==> src/rtl/ysyx_23060171_mem_arb_if.sv <==
// Request/response bus for one memory port: a request channel and a response channel, each with valid/ready.
// The master side issues requests; the slave side accepts them and returns responses.
interface ysyx_23060171_mem_arb_if #(
    parameter int ADDR_W = 32,
    parameter int DATA_W = 32
);
    logic                  req_valid;
    logic                  req_ready;
    logic [ADDR_W-1:0]     req_addr;
    logic                  req_wen;
    logic [DATA_W-1:0]     req_wdata;
    logic [DATA_W/8-1:0]   req_wmask;
    logic                  resp_valid;
    logic                  resp_ready;
    logic [DATA_W-1:0]     resp_rdata;
    logic                  resp_err;

    modport master (
        output req_valid, req_addr, req_wen, req_wdata, req_wmask, resp_ready,
        input  req_ready, resp_valid, resp_rdata, resp_err
    );

    modport slave (
        input  req_valid, req_addr, req_wen, req_wdata, req_wmask, resp_ready,
        output req_ready, resp_valid, resp_rdata, resp_err
    );
endinterface

==> src/rtl/ysyx_23060171_mem_arb.sv <==
// Round-robin arbiter that shares one memory port between the IFU and the LSU.
// Only one transaction is in flight at a time. Request fields and response data are held in registers.
//
// state | meaning
// IDLE  | waiting for a request; the winner's req_ready is driven combinationally
// REQ   | registered request presented to memory until mem accepts it
// RESP  | waiting for the memory response
// DONE  | response held for the owner until it is consumed
module ysyx_23060171_mem_arb #(
    parameter int ADDR_W = 32,
    parameter int DATA_W = 32
) (
    input  logic                           clk,
    input  logic                           rst_n,
    ysyx_23060171_mem_arb_if.slave         ifu,
    ysyx_23060171_mem_arb_if.slave         lsu,
    ysyx_23060171_mem_arb_if.master        mem,
    output logic                           owner,
    output logic [31:0]                    ifu_grant_cnt,
    output logic [31:0]                    lsu_grant_cnt
);
    localparam int MASK_W = DATA_W / 8;

    typedef enum logic [1:0] {IDLE, REQ, RESP, DONE} state_t;

    state_t              state;
    logic                last_grant;
    logic [ADDR_W-1:0]   addr_q;
    logic                wen_q;
    logic [DATA_W-1:0]   wdata_q;
    logic [MASK_W-1:0]   wmask_q;
    logic [DATA_W-1:0]   rdata_q;
    logic                err_q;
    logic                mem_req_v_q;
    logic                mem_resp_r_q;
    logic                resp_v_q;
    logic                ifu_win;
    logic                lsu_win;

    // last_grant: 0 = IFU, 1 = LSU. On a tie, the master that was not served last wins.
    assign ifu_win = ifu.req_valid && (!lsu.req_valid || last_grant);
    assign lsu_win = lsu.req_valid && (!ifu.req_valid || !last_grant);

    assign ifu.req_ready = (state == IDLE) && ifu_win;
    assign lsu.req_ready = (state == IDLE) && lsu_win;

    assign mem.req_valid  = mem_req_v_q;
    assign mem.req_addr   = addr_q;
    assign mem.req_wen    = wen_q;
    assign mem.req_wdata  = wdata_q;
    assign mem.req_wmask  = wmask_q;
    assign mem.resp_ready = mem_resp_r_q;

    // Response data is visible only on the owner's port, and only while valid.
    assign ifu.resp_valid = resp_v_q && !owner;
    assign ifu.resp_rdata = (resp_v_q && !owner) ? rdata_q : '0;
    assign ifu.resp_err   = resp_v_q && !owner && err_q;
    assign lsu.resp_valid = resp_v_q && owner;
    assign lsu.resp_rdata = (resp_v_q && owner) ? rdata_q : '0;
    assign lsu.resp_err   = resp_v_q && owner && err_q;

    always_ff @(posedge clk or negedge rst_n) begin
        if (!rst_n) begin
            state         <= IDLE;
            owner         <= 1'b0;
            last_grant    <= 1'b0;
            addr_q        <= '0;
            wen_q         <= 1'b0;
            wdata_q       <= '0;
            wmask_q       <= '0;
            rdata_q       <= '0;
            err_q         <= 1'b0;
            mem_req_v_q   <= 1'b0;
            mem_resp_r_q  <= 1'b0;
            resp_v_q      <= 1'b0;
            ifu_grant_cnt <= '0;
            lsu_grant_cnt <= '0;
        end else begin
            case (state)
                IDLE: begin
                    if (lsu_win) begin
                        addr_q        <= lsu.req_addr;
                        wen_q         <= lsu.req_wen;
                        wdata_q       <= lsu.req_wdata;
                        wmask_q       <= lsu.req_wmask;
                        owner         <= 1'b1;
                        last_grant    <= 1'b1;
                        lsu_grant_cnt <= lsu_grant_cnt + 32'd1;
                        mem_req_v_q   <= 1'b1;
                        state         <= REQ;
                    end else if (ifu_win) begin
                        addr_q        <= ifu.req_addr;
                        wen_q         <= 1'b0;
                        wdata_q       <= '0;
                        wmask_q       <= '0;
                        owner         <= 1'b0;
                        last_grant    <= 1'b0;
                        ifu_grant_cnt <= ifu_grant_cnt + 32'd1;
                        mem_req_v_q   <= 1'b1;
                        state         <= REQ;
                    end
                end
                REQ: begin
                    if (mem.req_ready) begin
                        mem_req_v_q  <= 1'b0;
                        mem_resp_r_q <= 1'b1;
                        state        <= RESP;
                    end
                end
                RESP: begin
                    if (mem.resp_valid) begin
                        // A write returns no data to the LSU, whatever the memory drives.
                        rdata_q      <= (owner && wen_q) ? '0 : mem.resp_rdata;
                        err_q        <= mem.resp_err;
                        mem_resp_r_q <= 1'b0;
                        resp_v_q     <= 1'b1;
                        state        <= DONE;
                    end
                end
                DONE: begin
                    if (owner ? lsu.resp_ready : ifu.resp_ready) begin
                        resp_v_q <= 1'b0;
                        state    <= IDLE;
                    end
                end
                default: state <= IDLE;
            endcase
        end
    end
endmodule
==> src/flat_wrapper.sv <==
// flat-port wrapper written by rule: the top's interface ports become plain ports
module ysyx_23060171_mem_arb_flat 
#(
    parameter int ADDR_W = 32,
    parameter int DATA_W = 32
)
  (clk, rst_n, owner, ifu_grant_cnt, lsu_grant_cnt, ifu_req_valid, ifu_req_addr, ifu_req_wen, ifu_req_wdata, ifu_req_wmask, ifu_resp_ready, ifu_req_ready, ifu_resp_valid, ifu_resp_rdata, ifu_resp_err, lsu_req_valid, lsu_req_addr, lsu_req_wen, lsu_req_wdata, lsu_req_wmask, lsu_resp_ready, lsu_req_ready, lsu_resp_valid, lsu_resp_rdata, lsu_resp_err, mem_req_valid, mem_req_addr, mem_req_wen, mem_req_wdata, mem_req_wmask, mem_resp_ready, mem_req_ready, mem_resp_valid, mem_resp_rdata, mem_resp_err);
  ysyx_23060171_mem_arb_if #(.ADDR_W(ADDR_W), .DATA_W(DATA_W)) ifu_i ();
  ysyx_23060171_mem_arb_if #(.ADDR_W(ADDR_W), .DATA_W(DATA_W)) lsu_i ();
  ysyx_23060171_mem_arb_if #(.ADDR_W(ADDR_W), .DATA_W(DATA_W)) mem_i ();
  input  logic clk;
  input  logic rst_n;
  output logic owner;
  output logic [31:0] ifu_grant_cnt;
  output logic [31:0] lsu_grant_cnt;
  input wire logic [$bits(ifu_i.req_valid)-1:0] ifu_req_valid;
  input wire logic [$bits(ifu_i.req_addr)-1:0] ifu_req_addr;
  input wire logic [$bits(ifu_i.req_wen)-1:0] ifu_req_wen;
  input wire logic [$bits(ifu_i.req_wdata)-1:0] ifu_req_wdata;
  input wire logic [$bits(ifu_i.req_wmask)-1:0] ifu_req_wmask;
  input wire logic [$bits(ifu_i.resp_ready)-1:0] ifu_resp_ready;
  output wire logic [$bits(ifu_i.req_ready)-1:0] ifu_req_ready;
  output wire logic [$bits(ifu_i.resp_valid)-1:0] ifu_resp_valid;
  output wire logic [$bits(ifu_i.resp_rdata)-1:0] ifu_resp_rdata;
  output wire logic [$bits(ifu_i.resp_err)-1:0] ifu_resp_err;
  input wire logic [$bits(lsu_i.req_valid)-1:0] lsu_req_valid;
  input wire logic [$bits(lsu_i.req_addr)-1:0] lsu_req_addr;
  input wire logic [$bits(lsu_i.req_wen)-1:0] lsu_req_wen;
  input wire logic [$bits(lsu_i.req_wdata)-1:0] lsu_req_wdata;
  input wire logic [$bits(lsu_i.req_wmask)-1:0] lsu_req_wmask;
  input wire logic [$bits(lsu_i.resp_ready)-1:0] lsu_resp_ready;
  output wire logic [$bits(lsu_i.req_ready)-1:0] lsu_req_ready;
  output wire logic [$bits(lsu_i.resp_valid)-1:0] lsu_resp_valid;
  output wire logic [$bits(lsu_i.resp_rdata)-1:0] lsu_resp_rdata;
  output wire logic [$bits(lsu_i.resp_err)-1:0] lsu_resp_err;
  output wire logic [$bits(mem_i.req_valid)-1:0] mem_req_valid;
  output wire logic [$bits(mem_i.req_addr)-1:0] mem_req_addr;
  output wire logic [$bits(mem_i.req_wen)-1:0] mem_req_wen;
  output wire logic [$bits(mem_i.req_wdata)-1:0] mem_req_wdata;
  output wire logic [$bits(mem_i.req_wmask)-1:0] mem_req_wmask;
  output wire logic [$bits(mem_i.resp_ready)-1:0] mem_resp_ready;
  input wire logic [$bits(mem_i.req_ready)-1:0] mem_req_ready;
  input wire logic [$bits(mem_i.resp_valid)-1:0] mem_resp_valid;
  input wire logic [$bits(mem_i.resp_rdata)-1:0] mem_resp_rdata;
  input wire logic [$bits(mem_i.resp_err)-1:0] mem_resp_err;
  assign ifu_i.req_valid = ifu_req_valid;
  assign ifu_i.req_addr = ifu_req_addr;
  assign ifu_i.req_wen = ifu_req_wen;
  assign ifu_i.req_wdata = ifu_req_wdata;
  assign ifu_i.req_wmask = ifu_req_wmask;
  assign ifu_i.resp_ready = ifu_resp_ready;
  assign ifu_req_ready = ifu_i.req_ready;
  assign ifu_resp_valid = ifu_i.resp_valid;
  assign ifu_resp_rdata = ifu_i.resp_rdata;
  assign ifu_resp_err = ifu_i.resp_err;
  assign lsu_i.req_valid = lsu_req_valid;
  assign lsu_i.req_addr = lsu_req_addr;
  assign lsu_i.req_wen = lsu_req_wen;
  assign lsu_i.req_wdata = lsu_req_wdata;
  assign lsu_i.req_wmask = lsu_req_wmask;
  assign lsu_i.resp_ready = lsu_resp_ready;
  assign lsu_req_ready = lsu_i.req_ready;
  assign lsu_resp_valid = lsu_i.resp_valid;
  assign lsu_resp_rdata = lsu_i.resp_rdata;
  assign lsu_resp_err = lsu_i.resp_err;
  assign mem_req_valid = mem_i.req_valid;
  assign mem_req_addr = mem_i.req_addr;
  assign mem_req_wen = mem_i.req_wen;
  assign mem_req_wdata = mem_i.req_wdata;
  assign mem_req_wmask = mem_i.req_wmask;
  assign mem_resp_ready = mem_i.resp_ready;
  assign mem_i.req_ready = mem_req_ready;
  assign mem_i.resp_valid = mem_resp_valid;
  assign mem_i.resp_rdata = mem_resp_rdata;
  assign mem_i.resp_err = mem_resp_err;
  ysyx_23060171_mem_arb #(.ADDR_W(ADDR_W), .DATA_W(DATA_W)) u_core (.clk(clk), .rst_n(rst_n), .ifu(ifu_i), .lsu(lsu_i), .mem(mem_i), .owner(owner), .ifu_grant_cnt(ifu_grant_cnt), .lsu_grant_cnt(lsu_grant_cnt));
endmodule
==> config.mk <==
export PLATFORM = sky130hd
export DESIGN_NAME = ysyx_23060171_mem_arb_flat
export DESIGN_NICKNAME = d
export VERILOG_FILES = /design/src/rtl/ysyx_23060171_mem_arb_if.sv /design/src/rtl/ysyx_23060171_mem_arb.sv /design/src/flat_wrapper.sv
export SDC_FILE = /design/constraint.sdc
export NUM_CORES = 1
export LEC_CHECK = 0
export ABC_AREA = 1
export BUFFER_PORTS_ARGS = -buffer_cell sky130_fd_sc_hd__buf_2
export CAP_MARGIN = 20
export CORE_AREA = 3 3 149 151
export CTS_CLUSTER_DIAMETER = 60
export DETAILED_ROUTE_END_ITERATION = 8
export DIE_AREA = 0 0 152 154
export MAX_ROUTING_LAYER = met4
export PLACE_DENSITY = 0.79
export SYNTH_ARGS = -nofsm -noshare
export SYNTH_HDL_FRONTEND = slang
export SYNTH_SLANG_ARGS = --single-unit
export TNS_END_PERCENT = 50
==> constraint.sdc <==
create_clock -name clk -period 1.8 [get_ports clk]
set_input_delay 0.36 -clock clk [delete_from_list [all_inputs] [get_ports clk]]
set_output_delay 0.36 -clock clk [all_outputs]
set_load 0.005 [all_outputs]
# == After elaboration in Yosys (flattened, before gate mapping) ==
# Cells that the tools add are included.
# totals
ff_bits,172
input_bits,179
out_inout_bits,206
# op_classes
n_addsub,2
eq_ne,7
mux,29
bitwise_logic,1
reduce_logical,27
# op_table
operator,n
$mux 32,7
$add 32x1->32 const B,2
$reduce_and 3->1,4
$mux 1,11
$mux 2,5
$logic_and 1x1->1,9
$mux 4,2
$pmux 2 s4,1
$reduce_bool 2->1,4
$pmux 1 s2,3
$reduce_and 2->1,3
$eq 2x2->1 const B,2
$ne 2x2->1 const B,2
$reduce_and 4->1,1
$logic_not 1->1,3
$ne 3x1->1 const B,1
$eq 2x1->1 const B,1
$logic_not 2->1,1
$logic_or 1x1->1,2
$ne 2x1->1 const B,1
$not 1->1,1

# == Depth between registers and ports, before layout ==
# Gate-level depths: netlist (run 1).
# logic_depth
word_depth,6
ltp_mapped,12

# == Worst setup path after synthesis (run 1) ==
# OpenSTA, ideal clock, no wires.
# synth_path
path_type,flip-flop to flip-flop
start,register u_core.state[0]
end,register u_core.ifu_grant_cnt[23]
setup_time_ns,0.117
arrival_ns,1.520
required_time_ns,1.683
setup_slack_ns,0.163
stages_incl_launch_ff,13
period_less_slack_ns,1.637
cell_sequence,dfrtp_1 > inv_1 > ha_1 > nand2_1 > inv_1 > nand2_2 > buf_6 > nor2_4 > nand2_2 > nor2_4 > nand3_1 > nand2_1 > nand2_1
# synth_between
elab_chain_len,2
# synth_rtl
element,line_no,text
from (decl),ysyx_23060171_mem_arb.sv:26,state_t state;
from (signal assigned),ysyx_23060171_mem_arb.sv:64,state <= IDLE;
from (signal assigned),ysyx_23060171_mem_arb.sv:90,state <= REQ;
from (signal assigned),ysyx_23060171_mem_arb.sv:100,state <= REQ;
$logic_not 2->1,ysyx_23060171_mem_arb.sv:79,case (state)
$reduce_and 3->1 (no line),n/a,
to (signal assigned),ysyx_23060171_mem_arb.sv:98,ifu_grant_cnt <= ifu_grant_cnt + 32'd1;
to (decl),ysyx_23060171_mem_arb.sv:19,"output logic [31:0] ifu_grant_cnt,"
# Every way passes these cells.
# A chain may end at the register's enable or synchronous reset.

==> results of run 1 <==
## Yosys cell counts, types with 17 or more instances
cell / count / area share (%)
a31oi_1: 33 / 2.4
buf_2: 17 / 1.0
clkbuf_1: 19 / 0.84
dfrtp_1: 172 / 51
inv_1: 110 / 4.8
nand2_1: 252 / 11
nand3_1: 136 / 8.0
nand4_1: 22 / 1.6
nor2_1: 159 / 7.0
o21ai_0: 43 / 2.5
xnor2_1: 22 / 2.3
xor2_1: 17 / 1.7
## metrics by stage
step / worst slack (ns) / total power, mW
CTS: -0.0540 / 15.9
global route: -0.0819 / 16.9
floorplan: 0.163 / 8.86
detailed placement: -0.104 / 11.7
global placement: -0.0478 / 11.5
finish: -0.0214 / 15.8
## cell families after synthesis
| family | Yosys count |
|---|---|
| and+or+nand+nor | 607 |
| DFF | 172 |
| buffers and inverters | 158 |
| AOI/OAI and AO/OA | 81 |
| xor gates and xnor gates | 39 |
| adders and majority gates | 7 |
## metal layers
metal / up-vias / GRT usage (%)
met2: 393 / 40.3
met4: 0 / 9.50
met5: - / -
met1: 3964 / 28.6
met3: 62 / 4.25
li1: 4136 / -
## how the worst max path moves through the flow
stage / startpoint / endpoint / slack, ns / cells past startpoint
2_1_floorplan: u_core.state[0] / u_core.ifu_grant_cnt[23] / 0.16 / 12
3_3_place_gp: u_core.state[1] / u_core.ifu_grant_cnt[24] / -0.05 / 11
3_5_place_dp: u_core.state[1] / u_core.ifu_grant_cnt[24] / -0.10 / 12
4_1_cts: u_core.last_grant / ifu_req_ready / -0.05 / 6
5_1_grt: u_core.last_grant / lsu_resp_rdata[15] / -0.08 / 5
6_report: u_core.last_grant / lsu_resp_rdata[9] / -0.02 / 5
## worst reg2reg max path: stages, from the launching register on
cell,delay [ns]
dfrtp_1,0.39
inv_2,0.08
ha_4,0.15
buf_6,0.10
nand3_4,0.10
buf_12,0.19
nor2_4,0.19
nand2_1,0.13
nor2_1,0.11
nand2_1,0.06
nand2_1,0.07
inv_1,0.04
## cell type report
class                           count  area, um2
Inverter                          111        427
Fill cell                        1952       9350
Clock inverter                     14        153
Sequential cell                   172       4310
Clock buffer                       18        429
Timing Repair Buffer              393       2260
Multi-Input combinational cell    734       3680
Tap cell                          275        344
## sequential cells by signal, summed over array words and instances, names as in the netlist
name and cells:
u_core.err_q 1, u_core.ifu_grant_cnt 32, u_core.last_grant 1, u_core.lsu_grant_cnt 32
u_core.mem.req_addr 32, u_core.mem.req_valid 1, u_core.mem.req_wdata 32, u_core.mem.req_wen 1
u_core.mem.req_wmask 4, u_core.mem.resp_ready 1, u_core.rdata_q 32, u_core.resp_v_q 1
u_core.state 2
## power by group
| group | leakage, nW | internal, mW | switching, mW |
|---|---|---|---|
| sequential | 2.18 | 5.16 | 0.716 |
| clock | 0.281 | 1.97 | 1.68 |
| combinational | 3.83 | 2.64 | 3.65 |
## repair_timing
item                                    in CTS  in global routing
endpoints found under the setup margin      93                 81
pin swaps                                    4                  3
endpoints found under the hold margin       24                  0
resized for setup                           39                  8
setup buffers                                7                  0
hold buffers                                 1                  0
gates cloned                                 3                  0
==> summary.txt, run 1 <==
Worst hold path
  • Hold Crit Start: lsu_req_wdata[13]
  • Hold path depth: 3
  • Min-Delay Path Class: input pin to flop
  • Hold Crit Endpoint: u_core.mem.req_wdata[13]

Finish
  • Layout cells sized above 1: ~33%
  • N_diodes: 0
  • Final instance area: ~0.012 mm2
  • Core Util, Final: 55.4%
  • Most frequent cells in the layout: buf_2 (345), nand2_1 (249), dfrtp_1 (171)
  • Most common cell after layout, fill and taps aside: buf_2
  • Syn-to-layout area delta: 36.2%
  • Nets: 1615
  • Fin cells: approximately 1.7k

Setup path
  • Crit-path max cell delay: about 0.44 ns
  • Worst path cell trace: buf_4, nand2_4, buf_12, nor2_1, buf_2
  • Crit. End Element: output pin
  • WP data required: 1.44 ns
  • Reg2reg setup slack: roughly 0.1 ns
  • R2R Path Start: u_core.state[0]
  • Top delay family on crit path: buffers and inverters
  • Reg-to-reg endpoint: u_core.lsu_grant_cnt[14]
  • CP max FO: 17
  • R2R cell count: 11
  • Worst path arrival time: ~1.5 ns
  • Setup Crit Path Kind: flop to output pin
  • Setup crit start kind: flop
  • Bufs and invs on worst path: 3
  • Worst path slowest cell: dfrtp_2

Die
  • Core area: about 0.021 mm2
  • Initial Util: between 40 and 50%
  • FP Rows: 53
  • Die width: approximately 150 um
  • Io pins: between 300 and 400
  • Area of the die: 0.0234 mm2
  • Die H: about 150 um

Route
  • Initial DRC Count: around 560
  • DRT antenna net count: 0
  • DR WL met3: ~1.7 mm
  • Top Metal Used: met4
  • Wire length per cell: approximately 16 um
  • WL met1: around 11 mm
  • DRC: 0
  • DRT Pass-1 Iters: 7
  • Vias per std cell: 4.98
  • DR vias: around 8.6k
  • Drt total wl: approximately 27 mm
  • Met2 WL: 13.5 mm

Logic synthesis
  • Mapped Area: ~0.0085 mm2
  • YS warnings: 0
  • Number of synthesized flops with an enable pin: 0
  • Compound-gate portion of the synthesized area: under 10%
  • Yosys reg bits: about 170
  • Synth Area in XOR/XNOR: under 10%
  • Combinational family with the most area after synthesis: simple AND/OR/NAND/NOR gates
  • Synthesized area per cell: around 8 um2
  • Post-Synth Simple-Gate Area: between 30% and 40%
  • Ys async rst share: 100%
  • Multiplexer area fraction after synthesis: 0%
  • Mapped Nets: 1250
  • Post-synthesis adder-cell area fraction: about 1%
  • Ys flop type: dfrtp_1
  • Cells after Synth: ~1.1k
  • Sequential fraction of the synthesis area: a little over 50%
  • Post-synth cell types: 30

CTS
  • CTS Root Cell: clkbuf_16
  • Worst skew pair latency: roughly 0.43 ns
  • CTS tree: done
  • Total CTS buffers: 17
  • H-tree levels: 4
  • CTS max path bufs: 2
  • Reg clk slew, reported paths: approximately 0.07 ns
  • Num Clock Sinks: approximately 170

Power
  • Worst VDD drop: a little over 0.7 mV
  • Leakage: 6.29 nW
  • Cell Pwr Density: between 1000 and 1500 mW/mm2

STA
  • Worst rel slew slack: around three quarters
  • Max frequency: 549 MHz
  • Final Hold Fails: 0
  • Slew Viols, Final: 0
  • RSZ-0062 raised after global routing: true
  • Setup ws final: -0.0214 ns
  • Worst Skew: 0.00928 ns
  • WHS: approximately 0.13 ns
  • Period utilisation layout: 101%
  • Minimum clock period: ~1.8 ns
  • Fin Setup TNS: -0.215 ns
  • Worst Tran Pin Value: a little under 0.4 ns
  • Setup-failing EPs final: 21

Global route
  • Largest net degree at the start of global routing: 65
  • GRT overflow: 0
  • Vias in the first global route: around 8.5k
  • Initial antenna violation count: 0
  • GR Util All Layers: a little under a quarter
  • First-pass GRT wire length: between 40 and 50 mm

Outcome
  • Outcome: finished with violations
  • Failing checks: negative setup slack

Placed design
  • GP Congestion: roughly 0.94
  • Area after DPL: around 0.011 mm2
  • HPWL Detailed: around 21 mm
  • Placed insts: about 1.7k
  • Port Buffer Count: ~350

Run
  • Max-cap viol count: 0
Power figures use the tool's default switching activity.
==> inputs of run 2 (changes only) <==
- SETUP_SLACK_MARGIN: unset -> 0.15
==> run 2 against run 1 <==
  * The flow still finishes with violations (negative setup slack)
  * Maximum frequency decreased by 2.3%
  * Cell count rose by 0.87%
  * Worst hold slack lost 0.0018 ns
  * Non-clock buffer count up 15
  * Sequential power grew 0.9%
  * Flip-flop and latch count is the same
  * Critical endpoint is now ifu_resp_rdata[1]
==> summary.txt, run 2 (synthesized netlist as in run 1, its figures left out) <==
Finish
  • N_diodes: 0
  • Core Util, Final: 58.6%
  • Layout cells sized above 1: 39.8%
  • Most frequent cells in the layout: buf_2 (344), nand2_1 (242), dfrtp_1 (170)
  • Syn-to-layout area delta: 44.1%
  • Most common cell after layout, fill and taps aside: buf_2
  • Nets: 1630

STA
  • RSZ-0062 raised after global routing: true
  • Setup ws final: -0.0650 ns
  • Setup-failing EPs final: 23
  • Worst Skew: roughly 0.011 ns
  • Final Hold Fails: 0
  • Slew Viols, Final: 0
  • Period utilisation layout: 104%
  • Worst rel slew slack: ~74%
  • Worst Tran Pin Value: 0.385 ns
  • Minimum clock period: 1.86 ns
  • Max frequency: ~540 MHz

Die
  • Io pins: ~390
  • Die width: around 150 um
  • Initial Util: a little over 40%
  • Area of the die: 0.0234 mm2
  • Die H: 154 um
  • Core area: approximately 0.021 mm2
  • FP Rows: 53

Route
  • DRC: 0
  • DRT antenna net count: 0
  • Vias per std cell: about 5
  • Initial DRC Count: 541
  • Drt total wl: about 29 mm
  • DRT Pass-1 Iters: 8
  • Wire length per cell: 16.5 um
  • DR vias: between 8k and 9k

Run
  • Max-cap viol count: 0

CTS
  • CTS tree: done
  • Reg clk slew, reported paths: about 0.07 ns
  • Num Clock Sinks: between 150 and 200
  • CTS max path bufs: 2
  • Total CTS buffers: 17
  • CTS Root Cell: clkbuf_16
  • Worst skew pair latency: 0.42 ns
  • H-tree levels: 4

Worst hold path
  • Min-Delay Path Class: input pin to flop

Setup path
  • Crit. End Element: output pin
  • Setup crit start kind: flop
  • CP max FO: 8
  • Setup Crit Path Kind: flop to output pin
  • Worst path arrival time: 1.50 ns
  • WP data required: 1.44 ns

Global route
  • First-pass GRT wire length: roughly 44 mm
  • GRT overflow: 0
  • Initial antenna violation count: 0
  • Largest net degree at the start of global routing: 65
  • GR Util All Layers: between 20% and 30%
  • Vias in the first global route: 8522

Power
  • Int Pwr: 10.2 mW
  • Comb pwr share: a little over two fifths
  • Cell Pwr Density: ~1400 mW/mm2
  • Worst VDD drop: 0.650 mV
  • Leakage: approximately 6.5 nW
  • Net Sw Power: around 6.5 mW
  • Flop pwr share: between 30% and 40%
  • Clock share of power: 21.9%
  • Sw frac: about two fifths

Placed design
  • GP Congestion: between 0.9 and 1
  • Placement Setup Slack: -0.104 ns
  • Port Buffer Count: between 300 and 400
  • HPWL Detailed: 20.9 mm

Outcome
  • Outcome: finished with violations
  • Failing checks: negative setup slack
-- run 2: cell count changes in the layout (fill, tap and decap cells not counted), moves of 8 or more --
cell / change
nor2_4: +10
nor2_1: -39
nand3_2: +25
nand3_1: -29
nor2_2: +29
buf_6: +8
-- run 2: power groups by stage --
stage | registers (mW) | clock network (mW) | logic, mW
finish | 5.93 | 3.65 | 7.09
detailed placement | 5.94 | 0 | 5.73
CTS | 5.88 | 3.73 | 6.40
global placement | 5.91 | 0 | 5.59
floorplan | 5.89 | 0 | 2.97
global route | 6.07 | 3.91 | 7.76
-- run 2: per-layer routing --
metal / vias up / global-route usage (%) / part of all wire, %
li1: 4167 / - / -
met1: 4084 / 28.9 / 40
met2: 409 / 40.6 / 50
met3: 76 / 4.25 / 6.2
met4: 0 / 9.25 / 4.1
met5: - / - / 0
-- run 2: per-stage QoR --
step / setup TNS (ns) / std cells / area, um2 / hold slack (ns) / total power [mW]
after CTS: -0.326 / 1724 / 11700 / 0.110 / 16.0
final: -0.340 / 1732 / 12300 / 0.131 / 16.7
after global routing: -4.07 / 1732 / 12300 / 0.118 / 17.7
after global placement: -0.0740 / 1674 / 10700 / 0.261 / 11.5
after detailed placement: -0.676 / 1674 / 10700 / 0.261 / 11.7
after floorplan: 0 / 1064 / 8520 / 0.0644 / 8.86
-- run 2: worst max-delay path, cell delays in order, from the launching register on --
cell and delay, ns:
dfrtp_2 0.45, nor2_4 0.13, inv_4 0.07, clkbuf_16 0.17, nor2_2 0.12, buf_2 0.14
-- run 2: path summary, 6_finish.rpt --
check,depth (start not counted),slack (ns),start,endpoint
hold / removal,3,0.13,lsu_req_wdata[27],u_core.mem.req_wdata[27]
setup / recovery,5,-0.06,u_core.last_grant,ifu_resp_rdata[1]
max in group asynchronous,3,0.80,rst_n,u_core.last_grant
hold reg to reg,1,0.49,u_core.lsu_grant_cnt[6],u_core.lsu_grant_cnt[6]
setup reg to reg,11,0.08,u_core.state[1],u_core.ifu_grant_cnt[2]
min in group asynchronous,2,0.39,rst_n,u_core.ifu_grant_cnt[28]
-- run 2: final cells by class --
type | instances | area [um2]
clock buffers | 18 | 429
clock inverters | 14 | 153
fillers | 1851 | 8680
inverters | 111 | 429
multi-input cells | 734 | 4110
flip-flops and latches | 172 | 4310
well taps | 275 | 344
repair buffers | 408 | 2500
-- run 2: what timing repair did --
item                                    in CTS  in global routing
endpoints found under the hold margin       24                  0
pin swaps                                   20                 48
hold buffers                                 1                  0
gates cloned                                 2                  4
setup buffers                               15                  4
endpoints found under the setup margin     180                154
gates resized for setup                     63                113
==> inputs of run 3 (changes only) <==
- BUFFER_PORTS_ARGS: -buffer_cell sky130_fd_sc_hd__buf_2 -> unset
- CTS_CLUSTER_SIZE: unset -> 25
- DONT_BUFFER_PORTS: unset -> 1
- PLACE_DENSITY: 0.79 -> 0.64
==> run 3 against run 2 <==
  * The run ends with negative hold slack, negative setup slack left
  * Largest power group unchanged
  * Wire length down 0.62%
  * Largest cell class unchanged
  * Utilization decreased by 6.1 points
  * Sequential power increased by 6.2%
  * First-iteration DRC count grew 2.6%
  * Worst hold slack worse by 0.50 ns
  * Cell count decreased by 19%
  * Setup slack lost 0.012 ns
  * Via count down 14%
  * Die area stayed put
  * Count of clock-buffer cells in the layout rose by 2
  * Register-to-register slack worse by 0.12 ns
  * Flip-flop and latch count did not move
==> summary.txt, run 3 (synthesized netlist as in run 1, its figures left out) <==
Finish
  • Syn-to-layout area delta: 29.1%
  • Layout cells sized above 1: between 20 and 25%
  • Most common cell after layout, fill and taps aside: nand2_1
  • Nets: approximately 1.3k
  • Fillers: 1866
  • Most frequent cells in the layout: nand2_1 (246), dfrtp_1 (170), nand3_1 (102)
  • Final instance area: about 0.011 mm2

CTS
  • Reg clk slew, reported paths: around 0.070 ns
  • Num Clock Sinks: approximately 170
  • CTS tree: done
  • CTS Root Cell: clkbuf_16
  • CTS max path bufs: 2
  • Worst skew pair latency: 0.43 ns
  • Total CTS buffers: 17
  • H-tree levels: 4

STA
  • Setup-failing EPs final: 39
  • Minimum clock period: approximately 1.9 ns
  • Worst rel slew slack: 61.8%
  • Worst Skew: ~0.019 ns
  • RSZ-0062 raised after global routing: true
  • Fin Setup TNS: -1.16 ns
  • Max frequency: between 500 and 600 MHz
  • Period utilisation layout: 104%
  • Setup ws final: -0.0768 ns
  • Slew Viols, Final: 0
  • Worst Tran Pin Value: roughly 0.57 ns
  • Final Hold Fails: between 150 and 200
  • WHS: -0.365 ns

Route
  • DRC: 0
  • DRT antenna net count: 0
  • DR vias: approximately 7.5k
  • DRT Pass-1 Iters: 7
  • Vias per std cell: 5.37
  • Initial DRC Count: between 500 and 600
  • Wire length per cell: 20.2 um
  • Drt total wl: ~28 mm

Setup path
  • Worst path slowest cell: dfrtp_1
  • Top delay family on crit path: buffers and inverters
  • CP max FO: 3
  • Worst path cell trace: inv_2, ha_4, nand2_2, inv_2, nand2_4, buf_12, clkinv_4, buf_6
  • Setup crit start kind: flop
  • Bufs and invs on worst path: 5
  • Crit-path max cell delay: approximately 0.4 ns
  • Crit. End Element: output pin
  • WP data required: 1.44 ns
  • Setup Crit Path Kind: flop to output pin
  • CP dominant cell by count: inv_2
  • Worst path arrival time: about 1.5 ns

Die
  • Area of the die: between 0.02 and 0.025 mm2
  • Die width: ~150 um
  • Initial Util: around two fifths
  • Core area: 0.0210 mm2
  • FP Rows: 53
  • Io pins: 385
  • Die H: between 150 and 200 um

Global route
  • First-pass GRT wire length: 40.8 mm
  • Met1 usage: between 20 and 30%
  • Initial antenna violation count: 1
  • Met2 usage: a little under two fifths
  • GR Util All Layers: 22.9%
  • Vias in the first global route: 7059
  • GRT overflow: 0
  • Met3 Use GR: just under 6%
  • Largest net degree at the start of global routing: around 170
  • Gr busiest metal: met2

Outcome
  • Outcome: finished with violations
  • Failing checks: negative hold slack, negative setup slack

Placed design
  • Port Buffer Count: 0
  • Area after DPL: 0.00900 mm2
  • HPWL Detailed: between 15 and 20 mm
  • GP Congestion: approximately 0.9

Power
  • Final total power: roughly 17 mW
  • Worst VDD drop: between 0.6 and 0.7 mV
  • Cell Pwr Density: approximately 1500 mW/mm2
  • Leakage: roughly 5 nW

Run
  • Max-cap viol count: 0

Worst hold path
  • Min-Delay Path Class: input pin to async pin
==> run 3: path summary, 6_finish.rpt <==
kind                                    startpoint                  endpoint  slack (ns)  depth (start not counted)
max                                u_core.state[0]             ifu_req_ready       -0.08                          8
min                                          rst_n        u_core.rdata_q[22]       -0.36                          0
max reg2reg                        u_core.state[0]  u_core.ifu_grant_cnt[13]       -0.04                         12
min reg2reg                u_core.lsu_grant_cnt[6]   u_core.lsu_grant_cnt[6]        0.53                          1
max in group asynchronous                    rst_n  u_core.lsu_grant_cnt[11]        1.98                          0
min in group clk                  lsu_req_wdata[5]   u_core.mem.req_wdata[5]        0.05                          2
==> run 3: what timing repair did <==
| item | CTS | global route |
|---|---|---|
| setup endpoints to repair | 179 | 199 |
| endpoints found under the hold margin | 172 | 172 |
| cloned | 8 | 5 |
| pin swaps | 7 | 30 |
| gates resized for setup | 94 | 147 |
| buffers inserted | 19 | 9 |
==> run 3: metrics by stage <==
step / std cells / util, % / setup WS, ns
4_1_cts: 1389 / 48.8 / -0.0600
3_3_place_gp: 1330 / 42.9 / 0.0216
6_report: 1404 / 52.5 / -0.0768
2_1_floorplan: 1064 / - / 0.163
3_5_place_dp: 1330 / 42.9 / -0.0000580
5_1_grt: 1404 / 52.5 / -0.162
==> run 3: where the power goes <==
part	internal (mW)	leakage (nW)	switching [mW]
Clock	2.17	0.293	1.64
Sequential	5.17	2.18	1.13
Combinational	2.76	2.56	3.82
Total	10.1	5.04	6.58
==> run 3: area by class of cell <==
type / instances / area (um2) / share of cell area (%)
Antenna cell: 1 / 2.50 / 0.0228
Sequential cell: 172 / 4310 / 39.2
Clock inverter: 12 / 153 / 1.39
Tap cell: 275 / 344 / 3.13
Timing Repair Buffer: 78 / 993 / 9.03
Clock buffer: 20 / 457 / 4.15
Inverter: 111 / 437 / 3.97
Multi-Input combinational cell: 735 / 4310 / 39.1
==> run 3: metal layers <==
layer / up-vias / share of wire, %
li1: 3532 / -
met5: - / 0
met4: 0 / 3.3
met1: 3583 / 40
met2: 368 / 50
met3: 53 / 7.2
